<file path="src/rtl/pipeline_redirect_sequencer.sv">
// rtl/pipeline_redirect_sequencer.sv - branch_status handshake sequencer with resolve window, flush and abort
// All outputs are registered from next-state, so none has a combinational path from an input.
module pipeline_redirect_sequencer #(
    parameter int                 BRANCH_DELAY = 2,
    parameter int                 STAGES       = 5,
    parameter logic [STAGES-1:0]  FLUSH_MASK   = 5'b00011,
    parameter int                 CNT_W        = 16,
    localparam int                DW           = (BRANCH_DELAY < 1) ? 1 : $clog2(BRANCH_DELAY + 1)
) (
    input  logic              clock,
    input  logic              reset,
    input  logic              jump_start,
    input  logic              want_stall,
    input  logic              abort,
    output logic [1:0]        branch_status,
    output logic              busy,
    output logic [STAGES-1:0] flush,
    output logic [DW-1:0]     delay_remaining,
    output logic [CNT_W-1:0]  jump_count
);

    typedef enum logic [1:0] {
        S_IDLE     = 2'd0,
        S_WAIT     = 2'd1,
        S_REDIRECT = 2'd2
    } state_t;

    localparam logic [DW-1:0] LOAD = DW'(BRANCH_DELAY);

    state_t              state_q, state_d;
    logic [DW-1:0]       cnt_q, cnt_d;
    logic [CNT_W-1:0]    jc_q, jc_d;
    logic [1:0]          bs_q;
    logic                busy_q;
    logic [STAGES-1:0]   flush_q;
    logic [DW-1:0]       dr_q;

    always_comb begin
        state_d = state_q;
        cnt_d   = cnt_q;
        jc_d    = jc_q;
        case (state_q)
            S_IDLE: begin
                if (!abort && jump_start && !want_stall) begin
                    if (BRANCH_DELAY > 0) begin
                        state_d = S_WAIT;
                        cnt_d   = LOAD;
                    end else begin
                        state_d = S_REDIRECT;
                    end
                end
            end
            S_WAIT: begin
                if (abort) begin
                    state_d = S_IDLE;
                    cnt_d   = '0;
                end else if (!want_stall) begin
                    if (cnt_q == DW'(1)) begin
                        state_d = S_REDIRECT;
                        cnt_d   = '0;
                    end else begin
                        cnt_d = cnt_q - DW'(1);
                    end
                end
            end
            S_REDIRECT: begin
                // The PC write is already committed, so stall cannot extend this cycle.
                state_d = S_IDLE;
                if (!abort && (jc_q != {CNT_W{1'b1}})) begin
                    jc_d = jc_q + CNT_W'(1);
                end
            end
            default: begin
                state_d = S_IDLE;
                cnt_d   = '0;
            end
        endcase
    end

    always_ff @(posedge clock) begin
        if (!reset) begin
            state_q <= S_IDLE;
            cnt_q   <= '0;
            jc_q    <= '0;
            bs_q    <= 2'b00;
            busy_q  <= 1'b0;
            flush_q <= '0;
            dr_q    <= '0;
        end else begin
            state_q <= state_d;
            cnt_q   <= cnt_d;
            jc_q    <= jc_d;
            busy_q  <= (state_d != S_IDLE);
            flush_q <= (state_d == S_REDIRECT) ? FLUSH_MASK : '0;
            dr_q    <= (state_d == S_WAIT) ? cnt_d : '0;
            case (state_d)
                S_WAIT:     bs_q <= 2'b10;
                S_REDIRECT: bs_q <= 2'b11;
                default:    bs_q <= 2'b00;
            endcase
        end
    end

    assign branch_status   = bs_q;
    assign busy            = busy_q;
    assign flush           = flush_q;
    assign delay_remaining = dr_q;
    assign jump_count      = jc_q;

endmodule

</file>
<file path="config.mk">
export PLATFORM = sky130hd
export DESIGN_NAME = pipeline_redirect_sequencer
export DESIGN_NICKNAME = d
export VERILOG_FILES = /design/src/rtl/pipeline_redirect_sequencer.sv
export SDC_FILE = /design/constraint.sdc
export NUM_CORES = 1
export LEC_CHECK = 0
export CAP_MARGIN = 15
export CORE_MARGIN = 2
export CORE_UTILIZATION = 52
export CTS_CLUSTER_DIAMETER = 50
export DETAILED_ROUTE_END_ITERATION = 12
export HOLD_SLACK_MARGIN = 0.15
export MAX_ROUTING_LAYER = met4
export PLACE_DENSITY = 0.95
export SLEW_MARGIN = 20
export SYNTH_ARGS = -nofsm -noshare
export SYNTH_HDL_FRONTEND = slang
export SYNTH_SLANG_ARGS = --single-unit
</file>
<file path="constraint.sdc">
create_clock -name clock -period 2.74 [get_ports clock]
set_input_delay 0.548 -clock clock [delete_from_list [all_inputs] [get_ports clock]]
set_output_delay 0.548 -clock clock [all_outputs]
set_load 0.01 [all_outputs]
</file>
==> impl_metrics.py, run 1 <==
metrics = {
    "detailed_routing": {
        "ant_nets": 0,
        "drtIter0Drc": 16,
        "routedWlPerCell_um": 13.6,
        "drc_errors": 0,
        "vias_per_cell": 5.87,
        "num_vias": 1203,
        "dr.pass1.iters": 4,
        "wl_mm": 2.79,
    },
    "final_layout": {
        "antenna_cells": 0,
        "drive_above_1_share": 0.0514,
        "utilization": 0.661,
        "nNetsFinal": 186,
        "area_growth_pct": 21.6,
    },
    "status": {
        "status": "finished clean",
    },
    "synthesis": {
        "yosysMostFrequentCell": "dfxtp_1",
        "ys.warnings.count": 0,
        "ys_top_cells_by_count": "dfxtp_1, nand2_1, a21oi_1",
        "synth_area_um2": 1320,
        "netlist_instances": 151,
        "async_reset_ff_frac": 0,
        "synth_edf_count": 0,
        "ys_seq_area_frac": 0.378,
        "ys_ff_latch": 25,
        "synth_ff_type": "dfxtp_1",
        "ys_top_cells_by_area": "dfxtp_1, ha_1, a21oi_1",
        "synth_top_area_share": 0.378,
        "yosysUniqueCellTypes": 41,
        "synth_top_cell_by_area": "dfxtp_1",
        "syn_avg_cell_area_um2": 8.76,
    },
    "global_route": {
        "overflow": 0,
        "busiest_layer": "met2",
        "first_global_vias": 1022,
        "use_met2": 0.396,
        "grt_usage": 0.214,
        "use_met1": 0.219,
        "grtUsageMet3": 0.0574,
        "grt_pass1_wl_mm": 4.39,
        "grt_max_degree": 18,
        "grt_antenna_before_repair": 0,
    },
    "die": {
        "die_w_um": 54.4,
        "die_area_um2": 2960,
        "row_count": 18,
        "core_area_um2": 2430,
        "die_h_um": 54.4,
        "ios": 31,
        "start_util": 0.544,
    },
    "clock_tree": {
        "cts_tree": "yes",
        "htreeDepth": 1,
        "cts_resized": 0,
        "clock_insertion_delay_worst_skew_ns": 0.33,
        "cts_sinks": 25,
        "cts-hold-fix-buffers": 0,
        "cts.clk_slew.worst_paths_ns": 0.15,
        "clock_path_buffers": 2,
        "ctsRootBufferMaster": "clkbuf_4",
        "cts_setup_buffers": 0,
        "cts_made_buffers": 3,
    },
    "critical_path": {
        "regToRegSetupSlack_ns": 0.83,
        "crit_path_start_kind": "input pin",
        "reg2reg_to": "jump_count[5]$_SDFFE_PN0P_",
        "rr_startpoint": "jump_count[5]$_SDFFE_PN0P_",
        "required_ns": 3.01,
        "ff2ff_path_depth": 4,
        "worstSetupPathType": "input pin to flop",
        "cp.arrival_ns": 2.34,
        "critPathCaptureType": "flop",
        "crit_fanout": 13,
        "startpoint": "abort",
    },
    "timing": {
        "setup_slack_ns": 0.673,
        "fin_crit_sh": 0.754,
        "setup_violations": 0,
        "fin_crit_ns": 2.07,
        "finalHoldViolCount": 0,
        "final_max_slew_viol_count": 0,
        "relSlewSlack": 0.500,
        "rsz0062_at_grt": "false",
        "hold_ws_ns": 0.513,
        "fin_tns_setup_ns": 0,
        "fin_worst_skew_ns": 0.00691,
        "fmax_ghz": 0.484,
        "tightest_slew_ns": 0.745,
    },
    "place": {
        "dpl.hpwl_mm": 2.03,
        "dp_slack_ns": 0.319,
        "portBuffers": 27,
        "gp_congestion": 0.798,
    },
    "run": {
        "drv_cap": 0,
    },
    "hold_path": {
        "whs_path_depth": 2,
        "hp-start": "jump_count[14]$_SDFFE_PN0P_",
        "worstHoldEndpoint": "jump_count[14]$_SDFFE_PN0P_",
        "hp-class": "flop to flop",
    },
    "power_and_ir_drop": {
        "p_leak_nw": 0.565,
        "irDropWorstVdd_v": 0.000342,
        "p_per_area_nw_per_um2": 366,
    },
}
-- sequential cells by signal, indices dropped and copies added, names as in the netlist --
| name | count |
|---|---|
| busy | 1 |
| delay_remaining | 2 |
| cnt_q | 2 |
| flush | 1 |
| branch_status | 1 |
| jump_count | 16 |
| state_q | 2 |
-- cells in the final DEF, fill, tap and decap left out, types with 3 or more instances in the layout --
cell type,count
clkdlybuf4s50_1,27
dfxtp_1,25
nand2_1,13
a21oi_1,10
inv_1,9
nand2b_1,6
nor4_1,6
nor2_1,5
nand4_1,5
mux2i_1,5
o31ai_1,5
or4_1,5
ha_1,5
o21ai_0,4
or3_1,4
nor3_1,3
nand3_1,3
a31oi_1,3
conb_1,3
clkbuf_4,3
-- metal layers --
metal	wire, µm	part of all wire	vias up
li1	-	-	605
met1	1200	0.43	566
met2	1440	0.51	28
met3	123	0.044	4
met4	33	0.012	0
met5	0	0	-
-- critical path: stages --
cell	delay [ns]
clkdlybuf4s50_1	0.50
or3b_1	0.58
or4_1	0.55
a21oi_1	0.15
-- power breakdown --
part / internal, mW / switching (mW) / total (mW)
clock: 0.0596 / 0.120 / 0.180
combinational: 0.0166 / 0.0231 / 0.0397
sequential: 0.367 / 0.00245 / 0.369
total: 0.443 / 0.146 / 0.589
-- stage by stage --
step                      cell area (µm²)  std cells  total power [mW]
after CTS                            1610        205             0.596
after floorplan                      1330        153             0.402
after global placement               1580        201             0.414
after detailed placement             1580        201             0.417
after global routing                 1610        205             0.614
final                                1610        205             0.589
-- cell type report --
cell class	count	area, µm²
inverters	9	33.8
flip-flops and latches	25	500
repair buffers	28	278
clock inverters	1	8.76
multi-input cells	109	727
well taps	30	37.5
clock buffers	3	22.5
fillers	212	825
-- cells by family (layout without fill, tap and decap cells) --
group,Yosys count,after routing,share of synthesized area
AO/OA/AOI/OAI,32,32,0.160
adder cells (fa/ha/maj),5,5,0.0473
buffers and inverters,19,41,0.0776
flip-flops,25,25,0.378
multiplexers,5,5,0.0378
other,1,3,0.00284
AND/OR/NAND/NOR,64,64,0.296
-- worst max-delay path by stage --
| stage | depth (start not counted) | endpoint |
|---|---|---|
| floorplan | 6 | jump_count[8]$_SDFFE_PN0P_ |
| global placement | 4 | jump_count[9]$_SDFFE_PN0P_ |
| detailed placement | 4 | jump_count[3]$_SDFFE_PN0P_ |
| CTS | 4 | jump_count[3]$_SDFFE_PN0P_ |
| global route | 4 | jump_count[3]$_SDFFE_PN0P_ |
| finish | 4 | jump_count[3]$_SDFFE_PN0P_ |
Note: power is estimated with default switching activity, not from simulation.
==> run 2, diff against run 1 <==
--- a/config.mk
+++ b/config.mk
@@ -6,13 +6,14 @@
 export NUM_CORES = 1
 export LEC_CHECK = 0
 export CAP_MARGIN = 15
+export CORE_ASPECT_RATIO = 0.5
 export CORE_MARGIN = 2
-export CORE_UTILIZATION = 52
+export CORE_UTILIZATION = 44
 export CTS_CLUSTER_DIAMETER = 50
 export DETAILED_ROUTE_END_ITERATION = 12
 export HOLD_SLACK_MARGIN = 0.15
 export MAX_ROUTING_LAYER = met4
-export PLACE_DENSITY = 0.95
+export PLACE_DENSITY = 0.87
 export SLEW_MARGIN = 20
 export SYNTH_ARGS = -nofsm -noshare
 export SYNTH_HDL_FRONTEND = slang
==> constraint.sdc (replaced) <==
create_clock -name clock -period 1.65 [get_ports clock]
set_input_delay 0.33 -clock clock [delete_from_list [all_inputs] [get_ports clock]]
set_output_delay 0.33 -clock clock [all_outputs]
set_load 0.01 [all_outputs]
==> impl_metrics.py, run 2 (same netlist as run 1, synthesis figures left out) <==
metrics = {
    "global_route": {
        "grt_pass1_wl_mm": 5.22,
        "grt_antenna_before_repair": 0,
        "grt_max_degree": 18,
        "grt_usage": 0.200,
        "first_global_vias": 1153,
        "overflow": 0,
    },
    "clock_tree": {
        "clock_insertion_delay_worst_skew_ns": 0.28,
        "clock_path_buffers": 2,
        "cts-hold-fix-buffers": 0,
        "ctsRootBufferMaster": "clkbuf_8",
        "htreeDepth": 1,
        "cts.clk_slew.worst_paths_ns": 0.09,
        "cts_sinks": 25,
        "cts_made_buffers": 3,
        "cts_tree": "yes",
    },
    "final_layout": {
        "multiInputGateArea_um2": 806,
        "final_cell_mix": "clkdlybuf4s50_1, buf_4, nand2_1, dfxtp_1, dfxtp_2",
        "layout_commonest_cell": "clkdlybuf4s50_1",
        "finish.instance_area_um2": 1900,
        "area_growth_pct": 43.4,
        "regArea_um2": 515,
        "n_fill_cell": 194,
        "drive_above_1_share": 0.267,
        "nNetsFinal": 206,
        "antenna_cells": 0,
        "largest_register_ffs": 16,
        "final_cells": 232,
    },
    "place": {
        "portBuffers": 27,
        "gp_congestion": 0.884,
        "dpl.hpwl_mm": 2.31,
        "dp_cells": 225,
        "dpl_cell_area_um2": 1720,
        "dp_slack_ns": -0.486,
    },
    "die": {
        "die_w_um": 81.5,
        "core_area_um2": 2720,
        "die_h_um": 42.8,
        "row_count": 13,
        "die_area_um2": 3490,
        "ios": 31,
        "start_util": 0.487,
    },
    "critical_path": {
        "rr_startpoint": "jump_count[0]$_SDFFE_PN0P_",
        "critPathBufInv": 1,
        "cp_num_cells": 6,
        "critPathCaptureType": "flop",
        "ff2ff_path_depth": 6,
        "cp.arrival_ns": 1.86,
        "crit_chain": "ha_1 > nand3_2 > nor4_4 > buf_12 > or4_1 > a21oi_1",
        "startpoint": "jump_count[0]$_SDFFE_PN0P_",
        "cp_top_family": "simple AND/OR/NAND/NOR gates",
        "slowest_delay_ns": 0.49,
        "required_ns": 1.85,
        "crit_path_start_kind": "flop",
        "cp_slowest_cell": "or4_1",
        "worstSetupPathType": "flop to flop",
        "crit_fanout": 17,
    },
    "run": {
        "drv_cap": 0,
    },
    "detailed_routing": {
        "routedWlPerCell_um": 15.1,
        "dr.pass1.iters": 4,
        "drc_errors": 0,
        "wl_mm": 3.50,
        "ant_nets": 0,
        "vias_per_cell": 5.82,
        "num_vias": 1351,
        "drtIter0Drc": 113,
    },
    "timing": {
        "fin_worst_skew_ns": 0.00332,
        "final_max_slew_viol_count": 0,
        "fin_crit_sh": 1.01,
        "setup_slack_ns": -0.0120,
        "hold_ws_ns": 0.424,
        "fmax_ghz": 0.602,
        "fin_crit_ns": 1.66,
        "setup_violations": 1,
        "finalHoldViolCount": 0,
    },
    "power_and_ir_drop": {
        "irDropWorstVdd_v": 0.000315,
        "p_leak_nw": 0.756,
        "p_per_area_nw_per_um2": 569,
        "power.total_mw": 1.08,
    },
    "hold_path": {
        "whs_path_depth": 3,
        "hp-class": "input pin to flop",
        "hp-start": "want_stall",
    },
    "status": {
        "violations": "negative setup slack",
        "status": "finished with violations",
    },
}
==> run 2: changes by cell type in the layout (fill, tap and decap cells not counted), sizes merged <==
cell           previous run  this run
inv                      10         9
dlygate4sd2               0         1
dlymetal6s2s              0         4
clkdlybuf4s50            27        22
clkinv                    0         1
buf                       1        21
==> run 2: worst paths after layout <==
| kind | end | slack (ns) |
|---|---|---|
| worst max register to register | jump_count[3]$_SDFFE_PN0P_ | -0.01 |
| worst min-delay path | cnt_q[0]$_SDFF_PN0_ | 0.42 |
| worst max-delay path | jump_count[3]$_SDFFE_PN0P_ | -0.01 |
| worst min register to register | jump_count[12]$_SDFFE_PN0P_ | 0.51 |
==> run 2: power breakdown <==
| group | leakage, nW | internal, mW | switching [mW] |
|---|---|---|---|
| clock | 0.0255 | 0.170 | 0.207 |
| combinational | 0.523 | 0.0424 | 0.0465 |
| sequential | 0.208 | 0.609 | 0.00452 |
| total | 0.756 | 0.820 | 0.258 |
==> run 2: metal layers <==
layer  wire [µm]  part of all wire  GRT usage  vias to the layer above
met2        1820              0.52      0.334                       44
met3         175             0.050     0.0574                        6
met5           0                 0          -                        -
li1            -                 -          -                      645
met4          40             0.011     0.0475                        0
met1        1470              0.42      0.240                      656
==> run 2: cell type report <==
cell class / count / share of cell area
sequential: 25 / 0.272
timing repair buffer: 48 / 0.237
inverter: 9 / 0.0178
tap: 37 / 0.0244
clock buffer: 3 / 0.0218
clock inverter: 1 / 0.00264
multi-input combinational: 109 / 0.425
==> run 2: worst reg2reg max path, stage by stage, from the launching register on <==
cell and delay [ns]:
dfxtp_2 0.33, ha_1 0.22, nand3_2 0.12, nor4_4 0.06, buf_12 0.16, or4_1 0.49
a21oi_1 0.19
==> run 2: repair_timing <==
item / in CTS / in global routing
setup endpoints to repair: 16 / 18
gates resized for setup: 7 / 23
pin swaps: 1 / 4
setup buffers: 1 / 3
==> run 2: stage by stage <==
stage               utilization  setup TNS (ns)
floorplan                     -               0
global placement          0.632           -5.70
detailed placement        0.632           -6.61
CTS                       0.656               0
global route              0.698          -0.138
finish                    0.698         -0.0120
==> run 3, diff against run 2 <==
--- a/config.mk
+++ b/config.mk
@@ -5,10 +5,10 @@
 export SDC_FILE = /design/constraint.sdc
 export NUM_CORES = 1
 export LEC_CHECK = 0
+export ABC_AREA = 1
 export CAP_MARGIN = 15
 export CORE_ASPECT_RATIO = 0.5
-export CORE_MARGIN = 2
-export CORE_UTILIZATION = 44
+export CORE_UTILIZATION = 45
 export CTS_CLUSTER_DIAMETER = 50
 export DETAILED_ROUTE_END_ITERATION = 12
 export HOLD_SLACK_MARGIN = 0.15
==> constraint.sdc (replaced) <==
create_clock -name clock -period 1.65 [get_ports clock]
set_input_delay 0.495 -clock clock [delete_from_list [all_inputs] [get_ports clock]]
set_output_delay 0.495 -clock clock [all_outputs]
set_load 0.01 [all_outputs]
==> impl_metrics.py, run 3 <==
metrics = {
    "synthesis": {
        "ys_top_cells_by_area": "dfxtp_1, nand2_1, inv_1",
        "ys_top_cells_by_count": "nand2_1, inv_1, nor2_1",
        "ys.warnings.count": 0,
        "synth_ff_type": "dfxtp_1",
        "ys_ff_latch": 25,
        "yosysMostFrequentCell": "nand2_1",
        "yosysUniqueCellTypes": 20,
        "synth_top_area_share": 0.341,
        "netlist_instances": 228,
        "synth_edf_count": 0,
        "async_reset_ff_frac": 0,
        "synth_top_cell_by_area": "dfxtp_1",
        "ys_seq_area_frac": 0.341,
        "synth_area_um2": 1470,
        "syn_avg_cell_area_um2": 6.43,
    },
    "place": {
        "dpl_cell_area_um2": 1850,
        "dpl.hpwl_mm": 2.59,
        "portBuffers": 27,
        "gp_congestion": 0.876,
    },
    "detailed_routing": {
        "routedWlPerCell_um": 11.4,
        "ant_nets": 0,
        "dr.pass1.iters": 4,
        "vias_per_cell": 4.96,
        "drc_errors": 0,
        "num_vias": 1528,
        "wl_mm": 3.50,
        "drtIter0Drc": 73,
    },
    "clock_tree": {
        "cts_sinks": 25,
        "cts.clk_slew.worst_paths_ns": 0.10,
        "clock_insertion_delay_worst_skew_ns": 0.28,
        "ctsRootBufferMaster": "clkbuf_8",
        "htreeDepth": 1,
        "cts_made_buffers": 3,
        "clock_path_buffers": 2,
        "cts_tree": "yes",
    },
    "run": {
        "drv_cap": 0,
    },
    "power_and_ir_drop": {
        "p_sw_frac": 0.251,
        "p_clk_frac": 0.352,
        "p_per_area_nw_per_um2": 572,
        "irDropWorstVdd_v": 0.000339,
        "power_frac_seq": 0.555,
        "intPower_uw": 823,
        "p_leak_nw": 1.03,
        "p_comb_frac": 0.093,
        "switchingPower_uw": 276,
    },
    "final_layout": {
        "finish.instance_area_um2": 1920,
        "antenna_cells": 0,
        "drive_above_1_share": 0.187,
        "nNetsFinal": 279,
        "largest_register_ffs": 16,
        "layout_commonest_cell": "nand2_1",
        "final_cell_mix": "nand2_1, inv_1, nor2_1",
        "n_fill_cell": 268,
        "area_growth_pct": 31.1,
    },
    "critical_path": {
        "crit_fanout": 3,
        "required_ns": 1.84,
        "cp.arrival_ns": 1.74,
        "worstSetupPathType": "input pin to flop",
        "crit_path_start_kind": "input pin",
        "critPathCaptureType": "flop",
    },
    "timing": {
        "fin_tns_setup_ns": 0,
        "setup_violations": 0,
        "finalHoldViolCount": 0,
        "fmax_ghz": 0.645,
        "fin_crit_ns": 1.55,
        "fin_worst_skew_ns": 0.00499,
        "final_max_slew_viol_count": 0,
        "fin_crit_sh": 0.940,
        "rsz0062_at_grt": "false",
    },
    "global_route": {
        "grt_usage": 0.227,
        "grt_max_degree": 16,
        "grt_antenna_before_repair": 0,
        "grt_pass1_wl_mm": 5.92,
        "overflow": 0,
        "first_global_vias": 1419,
    },
    "die": {
        "die_w_um": 82.7,
        "ios": 31,
        "die_h_um": 42.4,
        "core_area_um2": 3050,
        "row_count": 14,
        "start_util": 0.481,
        "die_area_um2": 3500,
    },
    "status": {
        "status": "finished clean",
    },
    "hold_path": {
        "hp-class": "flop to flop",
    },
}
[run 3: critical path: stages]
cell             delay [ns]
clkdlybuf4s50_1        0.52
nand4_1                0.14
nand2_1                0.12
inv_1                  0.08
ha_1                   0.29
nand2_1                0.07
inv_1                  0.03
[run 3: metal layers]
layer / up-vias / share of wire / track usage
met1: 709 / 0.44 / 0.254
met4: 0 / 0.028 / 0.0862
met3: 10 / 0.041 / 0.0500
li1: 767 / - / -
met5: - / 0 / -
met2: 42 / 0.49 / 0.395
[run 3: area by class of cell]
type	instances	area, µm²	area share
Sequential cell	25	508	0.264
Multi-Input combinational cell	154	749	0.390
Inverter	41	154	0.0800
Clock buffer	3	41.3	0.0215
Timing Repair Buffer	44	413	0.215
Clock inverter	1	7.51	0.00390
Tap cell	40	50.0	0.0260
[run 3: power groups by stage]
| stage | Sequential (mW) | Clock [mW] | Combinational, mW |
|---|---|---|---|
| 2_1_floorplan | 0.625 | 0 | 0.0609 |
| 3_3_place_gp | 0.624 | 0 | 0.0949 |
| 3_5_place_dp | 0.624 | 0 | 0.0982 |
| 4_1_cts | 0.610 | 0.392 | 0.102 |
| 5_1_grt | 0.611 | 0.420 | 0.112 |
| 6_report | 0.610 | 0.387 | 0.102 |
[run 3: timing repair]
action                     CTS  global route
setup endpoints to repair   20            12
setup buffers                1             0
gates resized for setup     25            10
hold buffers                 0             0
cloned                       0             0
pin swaps                    2             1
[run 3: worst paths after layout]
path                                                   from                     endpoint  slack [ns]  cells after the start
worst max-delay path                             jump_start  branch_status[1]$_SDFF_PN0_         0.1                      7
worst max register to register   jump_count[1]$_SDFFE_PN0P_  jump_count[14]$_SDFFE_PN0P_        0.13                      9
worst min-delay path            jump_count[10]$_SDFFE_PN0P_  jump_count[10]$_SDFFE_PN0P_        0.54                      2
worst min register to register  jump_count[10]$_SDFFE_PN0P_  jump_count[10]$_SDFFE_PN0P_        0.54                      2
[run 3: logic make-up after synthesis]
logic type / synth area share
simple gates: 0.416
buf+inv: 0.158
flops: 0.341
compound gates: 0.0392
fa+ha+maj: 0.0427
other cells: 0.00256
[run 3: stage by stage]
| step | hold WS [ns] | instances | utilization | power (mW) | worst slack (ns) |
|---|---|---|---|---|---|
| after floorplan | 0.545 | 230 | - | 0.686 | 0.175 |
| after global placement | 0.525 | 303 | 0.607 | 0.719 | -0.352 |
| after detailed placement | 0.530 | 303 | 0.607 | 0.723 | -0.377 |
| after CTS | 0.540 | 308 | 0.623 | 1.10 | 0.000603 |
| after global routing | 0.563 | 308 | 0.631 | 1.14 | 0.00639 |
| final | 0.543 | 308 | 0.631 | 1.10 | 0.0998 |
